$ cat config.mk
export PLATFORM = sky130hd
export DESIGN_NAME = gcd_req_driver_flat
export DESIGN_NICKNAME = d
export VERILOG_FILES = /design/src/rtl/gcd_pkg.sv /design/src/rtl/gcd_req_driver_if.sv /design/src/rtl/gcd_timeout_ctr.sv /design/src/rtl/gcd_req_driver.sv /design/src/flat_wrapper.sv
export SDC_FILE = /design/constraint.sdc
export NUM_CORES = 1
export LEC_CHECK = 0
export ABC_AREA = 0
export CORE_UTILIZATION = 50
export DETAILED_ROUTE_END_ITERATION = 6
export GPL_TIMING_DRIVEN = 0
export PLACE_DENSITY = 0.81
export SLEW_MARGIN = 25
export SYNTH_ARGS = -nofsm -noshare
export SYNTH_HDL_FRONTEND = slang
export SYNTH_SLANG_ARGS = --single-unit
$ cat constraint.sdc
create_clock -name clk -period 2.79 [get_ports clk]
set_clock_uncertainty 0.15 [all_clocks]
set_input_delay 0.558 -clock clk [delete_from_list [all_inputs] [get_ports clk]]
set_output_delay 0.558 -clock clk [all_outputs]
set_load 0.01 [all_outputs]
$ cat src/rtl/gcd_pkg.sv
// Shared definitions for the GCD engine host driver and the engine wrapper:
// controller states, default bus width and the default wait bound.
package gcd_pkg;

    localparam int GCD_WIDTH      = 16;
    localparam int GCD_MAX_CYCLES = 70000;

    typedef enum logic [2:0] {
        IDLE   = 3'd0,
        LOAD_A = 3'd1,
        LOAD_B = 3'd2,
        WAIT   = 3'd3,
        RESP   = 3'd4,
        CLEAR  = 3'd5
    } gcd_state_e;

    // Counter width able to hold every value from 0 up to max_cycles without wrapping.
    function automatic int gcd_ctr_width(input int max_cycles);
        return $clog2(max_cycles + 1);
    endfunction

endpackage

$ cat src/rtl/gcd_req_driver_if.sv
// Request/response channel plus engine operand bus between the GCD driver (master)
// and its environment: host client and engine (slave).
interface gcd_req_driver_if
    import gcd_pkg::*;
#(
    parameter int WIDTH = GCD_WIDTH
);

    logic             req_valid;
    logic             req_ready;
    logic [WIDTH-1:0] req_a;
    logic [WIDTH-1:0] req_b;

    logic             rsp_valid;
    logic             rsp_ready;
    logic [WIDTH-1:0] rsp_gcd;
    logic             rsp_err;

    logic [WIDTH-1:0] eng_data;
    logic             eng_start;
    logic             eng_clr;
    logic             eng_done;
    logic [WIDTH-1:0] eng_result;

    modport master (
        input  req_valid,
        input  req_a,
        input  req_b,
        input  rsp_ready,
        input  eng_done,
        input  eng_result,
        output req_ready,
        output rsp_valid,
        output rsp_gcd,
        output rsp_err,
        output eng_data,
        output eng_start,
        output eng_clr
    );

    modport slave (
        output req_valid,
        output req_a,
        output req_b,
        output rsp_ready,
        output eng_done,
        output eng_result,
        input  req_ready,
        input  rsp_valid,
        input  rsp_gcd,
        input  rsp_err,
        input  eng_data,
        input  eng_start,
        input  eng_clr
    );

endinterface

$ cat src/rtl/gcd_timeout_ctr.sv
// Wait-cycle counter for the GCD driver; expired is registered and is high while
// the count equals MAX_CYCLES-1, i.e. during the MAX_CYCLES-th enabled cycle.
module gcd_timeout_ctr
    import gcd_pkg::*;
#(
    parameter int MAX_CYCLES = GCD_MAX_CYCLES
) (
    input  logic clk,
    input  logic rst_n,
    input  logic clr,
    input  logic en,
    output logic expired
);

    localparam int            CW    = gcd_ctr_width(MAX_CYCLES);
    localparam logic [CW-1:0] ONE   = CW'(1);
    localparam logic [CW-1:0] LIMIT = CW'(MAX_CYCLES);
    localparam logic [CW-1:0] LAST  = CW'(MAX_CYCLES - 1);

    logic [CW-1:0] cnt;
    logic [CW-1:0] cnt_next;

    // Next count: clear wins, otherwise count enabled cycles and hold at LIMIT.
    always_comb begin
        if (clr) begin
            cnt_next = '0;
        end else if (en && (cnt != LIMIT)) begin
            cnt_next = cnt + ONE;
        end else begin
            cnt_next = cnt;
        end
    end

    // Count register; expired tracks the new count so it lines up with cnt.
    always_ff @(posedge clk) begin
        if (!rst_n) begin
            cnt     <= '0;
            expired <= (LAST == '0);
        end else begin
            cnt     <= cnt_next;
            expired <= (cnt_next == LAST);
        end
    end

endmodule

$ cat src/rtl/gcd_req_driver.sv
// Host-side initiator for the subtractive GCD engine: accepts an operand pair, drives
// A then B onto the engine bus, bounds the wait, and returns the result or an error.
module gcd_req_driver
    import gcd_pkg::*;
#(
    parameter int WIDTH      = GCD_WIDTH,
    parameter int MAX_CYCLES = GCD_MAX_CYCLES
) (
    input  logic             clk,
    input  logic             rst_n,
    gcd_req_driver_if.master bus
);

    gcd_state_e       state;
    logic [WIDTH-1:0] op_b;
    logic             tmo_clr;
    logic             tmo_en;
    logic             tmo_expired;
    logic             a_zero;
    logic             b_zero;

    // Counter control and operand zero detection.
    always_comb begin
        tmo_clr = (state == CLEAR);
        tmo_en  = (state == WAIT);
        a_zero  = (bus.req_a == '0);
        b_zero  = (bus.req_b == '0);
    end

    gcd_timeout_ctr #(
        .MAX_CYCLES(MAX_CYCLES)
    ) u_timeout (
        .clk    (clk),
        .rst_n  (rst_n),
        .clr    (tmo_clr),
        .en     (tmo_en),
        .expired(tmo_expired)
    );

    // Controller: state and every output register are updated together.
    always_ff @(posedge clk) begin
        if (!rst_n) begin
            state         <= CLEAR;
            op_b          <= '0;
            bus.req_ready <= 1'b0;
            bus.rsp_valid <= 1'b0;
            bus.rsp_gcd   <= '0;
            bus.rsp_err   <= 1'b0;
            bus.eng_data  <= '0;
            bus.eng_start <= 1'b0;
            bus.eng_clr   <= 1'b1;
        end else begin
            case (state)
                IDLE: begin
                    if (bus.req_valid && bus.req_ready) begin
                        bus.req_ready <= 1'b0;
                        op_b          <= bus.req_b;
                        // Zero operands never reach the engine: gcd(x,0)=x, gcd(0,0) is an error.
                        if (a_zero && b_zero) begin
                            state         <= RESP;
                            bus.rsp_valid <= 1'b1;
                            bus.rsp_gcd   <= '0;
                            bus.rsp_err   <= 1'b1;
                        end else if (a_zero) begin
                            state         <= RESP;
                            bus.rsp_valid <= 1'b1;
                            bus.rsp_gcd   <= bus.req_b;
                            bus.rsp_err   <= 1'b0;
                        end else if (b_zero) begin
                            state         <= RESP;
                            bus.rsp_valid <= 1'b1;
                            bus.rsp_gcd   <= bus.req_a;
                            bus.rsp_err   <= 1'b0;
                        end else begin
                            state         <= LOAD_A;
                            bus.eng_data  <= bus.req_a;
                            bus.eng_start <= 1'b1;
                        end
                    end else begin
                        bus.req_ready <= 1'b1;
                    end
                end
                LOAD_A: begin
                    state         <= LOAD_B;
                    bus.eng_data  <= op_b;
                    bus.eng_start <= 1'b0;
                end
                LOAD_B: begin
                    state <= WAIT;
                end
                WAIT: begin
                    if (bus.eng_done) begin
                        state         <= RESP;
                        bus.rsp_valid <= 1'b1;
                        bus.rsp_gcd   <= bus.eng_result;
                        bus.rsp_err   <= 1'b0;
                    end else if (tmo_expired) begin
                        state         <= RESP;
                        bus.rsp_valid <= 1'b1;
                        bus.rsp_gcd   <= '0;
                        bus.rsp_err   <= 1'b1;
                    end else begin
                        state <= WAIT;
                    end
                end
                RESP: begin
                    if (bus.rsp_ready) begin
                        state         <= CLEAR;
                        bus.rsp_valid <= 1'b0;
                        bus.eng_clr   <= 1'b1;
                    end else begin
                        state <= RESP;
                    end
                end
                CLEAR: begin
                    state         <= IDLE;
                    bus.eng_clr   <= 1'b0;
                    bus.req_ready <= 1'b1;
                end
                default: begin
                    state         <= CLEAR;
                    bus.req_ready <= 1'b0;
                    bus.rsp_valid <= 1'b0;
                    bus.eng_start <= 1'b0;
                    bus.eng_clr   <= 1'b1;
                end
            endcase
        end
    end

endmodule

$ cat src/flat_wrapper.sv
// flat-port wrapper written by rule: the top's interface ports become plain ports
module gcd_req_driver_flat import gcd_pkg::*;
#(
    parameter int WIDTH      = GCD_WIDTH,
    parameter int MAX_CYCLES = GCD_MAX_CYCLES
)
  (clk, rst_n, bus_req_valid, bus_req_a, bus_req_b, bus_rsp_ready, bus_eng_done, bus_eng_result, bus_req_ready, bus_rsp_valid, bus_rsp_gcd, bus_rsp_err, bus_eng_data, bus_eng_start, bus_eng_clr);
  gcd_req_driver_if #(.WIDTH(WIDTH)) bus_i ();
  input  logic clk;
  input  logic rst_n;
  input wire logic [$bits(bus_i.req_valid)-1:0] bus_req_valid;
  input wire logic [$bits(bus_i.req_a)-1:0] bus_req_a;
  input wire logic [$bits(bus_i.req_b)-1:0] bus_req_b;
  input wire logic [$bits(bus_i.rsp_ready)-1:0] bus_rsp_ready;
  input wire logic [$bits(bus_i.eng_done)-1:0] bus_eng_done;
  input wire logic [$bits(bus_i.eng_result)-1:0] bus_eng_result;
  output wire logic [$bits(bus_i.req_ready)-1:0] bus_req_ready;
  output wire logic [$bits(bus_i.rsp_valid)-1:0] bus_rsp_valid;
  output wire logic [$bits(bus_i.rsp_gcd)-1:0] bus_rsp_gcd;
  output wire logic [$bits(bus_i.rsp_err)-1:0] bus_rsp_err;
  output wire logic [$bits(bus_i.eng_data)-1:0] bus_eng_data;
  output wire logic [$bits(bus_i.eng_start)-1:0] bus_eng_start;
  output wire logic [$bits(bus_i.eng_clr)-1:0] bus_eng_clr;
  assign bus_i.req_valid = bus_req_valid;
  assign bus_i.req_a = bus_req_a;
  assign bus_i.req_b = bus_req_b;
  assign bus_i.rsp_ready = bus_rsp_ready;
  assign bus_i.eng_done = bus_eng_done;
  assign bus_i.eng_result = bus_eng_result;
  assign bus_req_ready = bus_i.req_ready;
  assign bus_rsp_valid = bus_i.rsp_valid;
  assign bus_rsp_gcd = bus_i.rsp_gcd;
  assign bus_rsp_err = bus_i.rsp_err;
  assign bus_eng_data = bus_i.eng_data;
  assign bus_eng_start = bus_i.eng_start;
  assign bus_eng_clr = bus_i.eng_clr;
  gcd_req_driver #(.WIDTH(WIDTH), .MAX_CYCLES(MAX_CYCLES)) u_core (.clk(clk), .rst_n(rst_n), .bus(bus_i));
endmodule
==> metrics.yaml, run 1 <==
gr-usage-all-layers_pct: 29.6
drt_wl_total_mm: 10.9
die_area_um2: 7730
wl_per_cell_um: 17.1
antennaDiodeCount: 0
ys_seq_area_share_pct: 40.1
ys_seq_elements: 74
grtUsageMet2_pct: 51.3
total_power_uw: 2580
cts-root-buf: "clkbuf_8"
rrSetupSlack_ps: 150
drc_errors: 0
cp-end-kind: "flop"
synth.distinct_cells: 47
synth.avg_cell_area_um2: 8.54
antenna_found_initial: 0
maxSlewHeadroom_pct: 59.5
vdd_drop_max_v: 0.000317
synth_edf_count: 0
fin_nets: 590
setup_viol: 2
min_path_type: "reg2reg"
overflow: 0
p_per_area_nw_per_um2: 517
cts_tree: "done"
worstSetupPathType: "in2reg"
ys_warn_count: 0
drv_cap: 0
worst_pin_slew_ps: 603
cts_hold_buf: 0
hold_viol: 0
critPathLaunch: "bus_req_b[8]"
synth-main-ff-cell: "dfxtp_1"
min_path_cells: 2
r2r_start: "u_core.state[1]"
r2r-end: "u_core.u_timeout.expired"
fmax_mhz: 356
critPathMaxFanout: 10
post_drt_via_cell_ratio: 5.93
hp-start: "u_core.op_b[12]"
cts.sinks: 74
start_util_pct: 53.2
outcome: "finished with violations"
num_vias: 3763
tns_ps: -25.3
ctsLongestPathBuffers: 2
io_buffers: 89
violations: "setup timing"
gr-usage-met3_pct: 8.11
mostFrequentLayoutCells: "clkdlybuf4s50_1 (89), nand2_1 (82), dfxtp_1 (74), o211a_1 (34), nor2_1 (28)"
grt_pass1_vias: 3682
clk_pin_slew_ps: 90
worst_ep_required_time_ps: 2900
num_rows: 30
core-area_um2: 6940
numCtsBuffers: 9
synthesis.nets: 488
grt_pass1_wl_mm: 17.4
drive_gt1_share_pct: 8.72
period_needed_ps: 2810
setup_ws_ps: -17.0
gp_congestion: 0.883
cts-htree-levels: 3
synthCells: 432
postLayoutCoreUtil_pct: 71.8
synth_area_um2: 3690
worstSetupStartpointType: "input port"
fp.dieH_um: 87.9
min_delay_worst_endpoint: "u_core.op_b[12]"
r2r_cells: 7
ys_async_sr_fraction_pct: 0
syn_to_final_growth_pct: 35.1
period_share_pct: 101
use_met1_pct: 35.0
first_pass_iters: 5
drtIter0Drc: 148
ioPinCount: 90
place_hpwl_mm: 7.97
whs_ps: 321
top_usage_layer: "met2"
ant_nets: 0
worst_ep_arrival_time_ps: 2920
clkLatencyLatePin_ps: 360
grt_max_degree: 16
p_leak_uw: 0.00204
drv_slew: 0
final_common_cell: "clkdlybuf4s50_1"
dieWidth_um: 87.9
## metrics by stage
step	std cells	area, µm²	setup WS (ps)
2_1_floorplan	432	3690	398
3_3_place_gp	617	4700	-577
3_5_place_dp	617	4700	-706
4_1_cts	635	4960	2.16
5_1_grt	635	4980	-95.4
6_report	635	4980	-17.0
## per-layer routing
| metal | vias up | wire [µm] |
|---|---|---|
| met3 | 30 | 679 |
| met4 | 0 | 217 |
| met1 | 1812 | 4540 |
| li1 | 1771 | - |
| met2 | 150 | 5420 |
| met5 | - | 0 |
## worst max-delay path, stage by stage
cell,delay (ps)
clkdlybuf4s50_1,470
nor4_2,390
nand4_1,290
a211oi_1,420
o21a_2,250
clkbuf_4,240
o211ai_1,140
o211a_1,150
## cell usage after synthesis, drive strengths merged, types with 3 or more instances
| master | count | area, µm² |
|---|---|---|
| a21oi | 20 | 100 |
| nor2b | 9 | 56.3 |
| xnor2 | 8 | 70.1 |
| nor3 | 7 | 35.0 |
| and3 | 3 | 18.8 |
| nand3 | 6 | 30.0 |
| o211a | 34 | 340 |
| inv | 4 | 15.0 |
| a21boi | 16 | 120 |
| ha | 3 | 37.5 |
| o21ai | 11 | 66.3 |
| o211ai | 20 | 150 |
| mux2i | 17 | 170 |
| nand4 | 8 | 50.1 |
| and2 | 5 | 31.3 |
| nand2 | 82 | 308 |
| o21a | 3 | 22.5 |
| buf | 3 | 15.0 |
| or4 | 4 | 33.8 |
| nor2 | 28 | 105 |
| xor2 | 8 | 70.1 |
| clkbuf | 28 | 105 |
| a31oi | 3 | 18.8 |
| nor4 | 8 | 50.1 |
| dfxtp | 74 | 1480 |
## final cells by class
type                            count  area (µm²)
Buffer                             30         129
Clock buffer                        9         124
Clock inverter                      7        60.1
Fill cell                         539        1960
Inverter                            4        15.0
Multi-Input combinational cell    323        2140
Sequential cell                    74        1480
Tap cell                           96         120
Timing Repair Buffer               92         913
## worst max-delay path by stage
stage	to	slack, ps	cells after the start
6_report	u_core.bus.rsp_gcd[0]	-20	8
5_1_grt	u_core.bus.rsp_gcd[0]	-100	8
4_1_cts	u_core.bus.rsp_gcd[3]	2	9
3_5_place_dp	u_core.bus.rsp_gcd[3]	-710	9
3_3_place_gp	u_core.bus.rsp_gcd[3]	-580	9
2_1_floorplan	u_core.bus.rsp_gcd[1]	400	8
## repair_timing
item                                    4_1_cts  5_1_grt
endpoints found under the setup margin       16       30
setup buffers                                 2        1
pin swaps                                     2        1
resized for setup                            12       12
cloned                                        0        0
## flip-flops by register name (all words and copies together) (netlist names)
register and flops:
u_core.bus.eng_clr 1, u_core.bus.eng_data 16, u_core.bus.eng_start 1, u_core.bus.req_ready 1, u_core.bus.rsp_err 1, u_core.bus.rsp_gcd 16, u_core.bus.rsp_valid 1, u_core.op_b 16
u_core.state 3, u_core.u_timeout.cnt 17, u_core.u_timeout.expired 1
## where the power goes
group / switching (µW) / leakage [µW] / internal [µW] / total (µW)
sequential: 50.2 / 0.000601 / 1130 / 1180
combinational: 292 / 0.00136 / 301 / 593
clock: 468 / 0.0000848 / 338 / 806
total: 810 / 0.00204 / 1770 / 2580
## cell families (layout without fill, tap and decap cells)
group / count (synthesis) / after routing / synth area share (%)
AO/OA/AOI/OAI: 118 / 118 / 25.3
XOR/XNOR: 16 / 16 / 3.80
adder cells (fa/ha/maj): 3 / 3 / 1.02
buffers and inverters: 35 / 142 / 3.66
flip-flops: 74 / 74 / 40.1
multiplexers: 17 / 17 / 4.61
AND/OR/NAND/NOR: 169 / 169 / 21.5
(Power assumes the default switching activity.)
==> run 2, diff against run 1 <==
- clock period: 2.79 -> 3.3 ns (I/O delays scaled with it)
==> run 2 against run 1 <==
  * The flow now finishes without violations
  * Final area fell by 1.6%
  * Clock power fell by 16%
  * Cell count is 0.31% lower
  * Sequential power shrank 15%
  * Via count rose by 0.56%
  * Routed wire length fell by 1.3%
  * Combinational power is 17% lower
  * Setup slack better by 160 ps
  * Total power decreased by 16%
  * Count of clock-buffer cells in the layout did not move
  * Hold slack lost 0.56 ps
  * Critical endpoint is now u_core.bus.rsp_gcd[3]
==> metrics.yaml, run 2 (synthesis results as in run 1) <==
cts-root-buf: "clkbuf_8"  # unchanged
cts-htree-levels: 3  # unchanged
top_register: "u_core.u_timeout.cnt"  # unchanged
hp-start: "u_core.op_b[12]"  # unchanged
r2r_start: "u_core.state[0]"  # was u_core.state[1]
final_cells: 633  # was 635
worstSetupStartpointType: "input port"  # unchanged
worst_ep_arrival_time_ps: 3250  # was 2920 ps
ctsLongestPathBuffers: 2  # unchanged
post_drt_via_cell_ratio: 5.98  # was 5.93
drv_slew: 0  # unchanged
cts.sinks: 74  # unchanged
cts_hold_buf: 0  # unchanged
min_path_type: "reg2reg"  # unchanged
numCtsBuffers: 9  # unchanged
worst_pin_slew_ps: 608  # was 603 ps
period_share_pct: 95.5
grt_max_degree: 16  # unchanged
r2r_cells: 8  # was 7
drive_gt1_share_pct: 5.96  # was 8.72%
cp-end-kind: "flop"  # unchanged
antenna_found_initial: 0  # unchanged
rrSetupSlack_ps: 630  # was 150 ps
die_area_um2: 7730  # unchanged
worstSetupPathType: "in2reg"  # unchanged
setup_viol: 0  # was 2
fp.dieH_um: 87.9  # unchanged
p_int_uw: 1490  # was 1770 µW
switching_share_pct: 31.2  # was 31.4%
largest_reg_flops: 17  # unchanged
grt_pass1_vias: 3649  # was 3682
antennaDiodeCount: 0  # unchanged
fmax_mhz: 317
fin_nets: 588  # was 590
dieWidth_um: 87.9  # unchanged
period_needed_ps: 3150
clkLatencyLatePin_ps: 360  # about the same
place_ws_ps: -298  # was -706 ps
vdd_drop_max_v: 0.000269  # was 0.000317 V
syn_to_final_growth_pct: 32.9  # was 35.1%
clockPowerShare_pct: 31.3  # about the same
dpl.cell_count: 617  # unchanged
overflow: 0  # unchanged
pwr-share-seq_pct: 46.0  # was 45.8%
comb_power_share_pct: 22.7  # was 23.0%
core-area_um2: 6940  # unchanged
critPathMaxFanout: 10  # unchanged
io_buffers: 89  # unchanged
clk_pin_slew_ps: 90  # about the same
final_cell_area_um2: 4900  # was 4980 µm²
post_dp_cell_area_um2: 4700  # unchanged
num_vias: 3784  # was 3763
p_leak_uw: 0.00201  # was 0.00204 µW
hold_viol: 0  # unchanged
wl_per_cell_um: 16.9  # was 17.1 µm
cts_tree: "done"  # unchanged
place_hpwl_mm: 7.97  # unchanged
gp_congestion: 0.883  # unchanged
grt_pass1_wl_mm: 17.2  # was 17.4 mm
setup_ws_ps: 148  # was -17.0 ps
min_delay_worst_endpoint: "u_core.op_b[12]"  # unchanged
drtIter0Drc: 173  # was 148
start_util_pct: 53.2  # unchanged
worst_ep_required_time_ps: 3400  # was 2900 ps
num_rows: 30  # unchanged
ioPinCount: 90  # unchanged
rsz0062_at_grt: "no"
drv_cap: 0  # unchanged
gr-usage-all-layers_pct: 29.3  # was 29.6%
outcome: "completed"  # was finished with violations
postLayoutCoreUtil_pct: 70.6  # was 71.8%
first_pass_iters: 7  # was 5
p_per_area_nw_per_um2: 442  # was 517 nW/µm²
p_sw_uw: 678  # was 810 µW
mostFrequentLayoutCells: "clkdlybuf4s50_1 (89), nand2_1 (82), dfxtp_1 (74), o211a_1 (34), nor2_1 (28)"  # unchanged
min_path_cells: 2  # unchanged
r2r-end: "u_core.bus.eng_data[14]"  # was u_core.u_timeout.expired
final_common_cell: "clkdlybuf4s50_1"  # unchanged
drc_errors: 0  # unchanged
ant_nets: 0  # unchanged
drt_wl_total_mm: 10.7  # was 10.9 mm
maxSlewHeadroom_pct: 59.2  # was 59.5%
run 2: cell count changes in the layout (fill, tap and decap cells not counted), moves of 2 or more:
cell      delta
nor4_2       -6
clkbuf_2     -2
buf_4        -3
clkbuf_4     -2
nor4_1       +6
clkbuf_1     +5
run 2: power by group through the flow:
| stage | registers [µW] | clock network, µW | logic [µW] |
|---|---|---|---|
| after global routing | 1000 | 725 | 534 |
| after detailed placement | 1020 | 0 | 488 |
| after floorplan | 1030 | 0 | 224 |
| final | 998 | 679 | 493 |
| after CTS | 998 | 691 | 491 |
| after global placement | 1020 | 0 | 481 |
run 2: how the worst max path moves through the flow:
stage,startpoint,end,cells after the start
after CTS,bus_req_a[13],u_core.bus.rsp_gcd[3],9
after detailed placement,bus_req_a[13],u_core.bus.rsp_gcd[3],9
after global placement,bus_req_b[8],u_core.bus.rsp_gcd[3],9
final,bus_req_a[9],u_core.bus.rsp_gcd[3],9
after floorplan,bus_req_a[10],u_core.bus.rsp_gcd[1],8
after global routing,bus_req_a[1],u_core.bus.rsp_gcd[3],9
run 2: timing repair:
item | 4_1_cts | 5_1_grt
endpoints found under the setup margin | 0 | 14
gates resized for setup | 0 | 7
setup buffers | 0 | 0
run 2: critical path, stage by stage:
cell,delay [ps]
clkdlybuf4s50_1,470
nor4_1,470
nand4_1,330
a211oi_1,300
o21a_1,140
clkbuf_1,250
clkbuf_2,320
o211ai_1,160
o211a_1,150
run 2: cell type report:
cell class | count | area [µm²]
Buffer | 31 | 123
Tap cell | 96 | 120
Multi-Input combinational cell | 323 | 2090
Clock inverter | 7 | 60.1
Fill cell | 552 | 2040
Sequential cell | 74 | 1480
Inverter | 4 | 15.0
Timing Repair Buffer | 89 | 891
Clock buffer | 9 | 124
run 2: metal layers:
metal  up-vias  part of all wire (%)  track usage, %  wire (µm)
li1       1767                     -               -          -
met5         -                     0               0          0
met4         0                   2.0            10.6        211
met2       188                    49            50.7       5280
met3        28                   7.2            8.01        770
met1      1801                    42            34.8       4460
run 2: stage by stage:
step,power [µW],TNS (ps),hold WS (ps)
finish,2170,0,320
CTS,2180,0,320
detailed placement,1500,-3070,307
global route,2260,0,335
global placement,1500,-1630,303
floorplan,1260,0,293
==> run 3, diff against run 2 <==
- CTS_BUF_LIST: unset -> sky130_fd_sc_hd__clkbuf_8
==> results of run 3 <==
No change in the layout: final DEF, timing and power equal those of run 2.
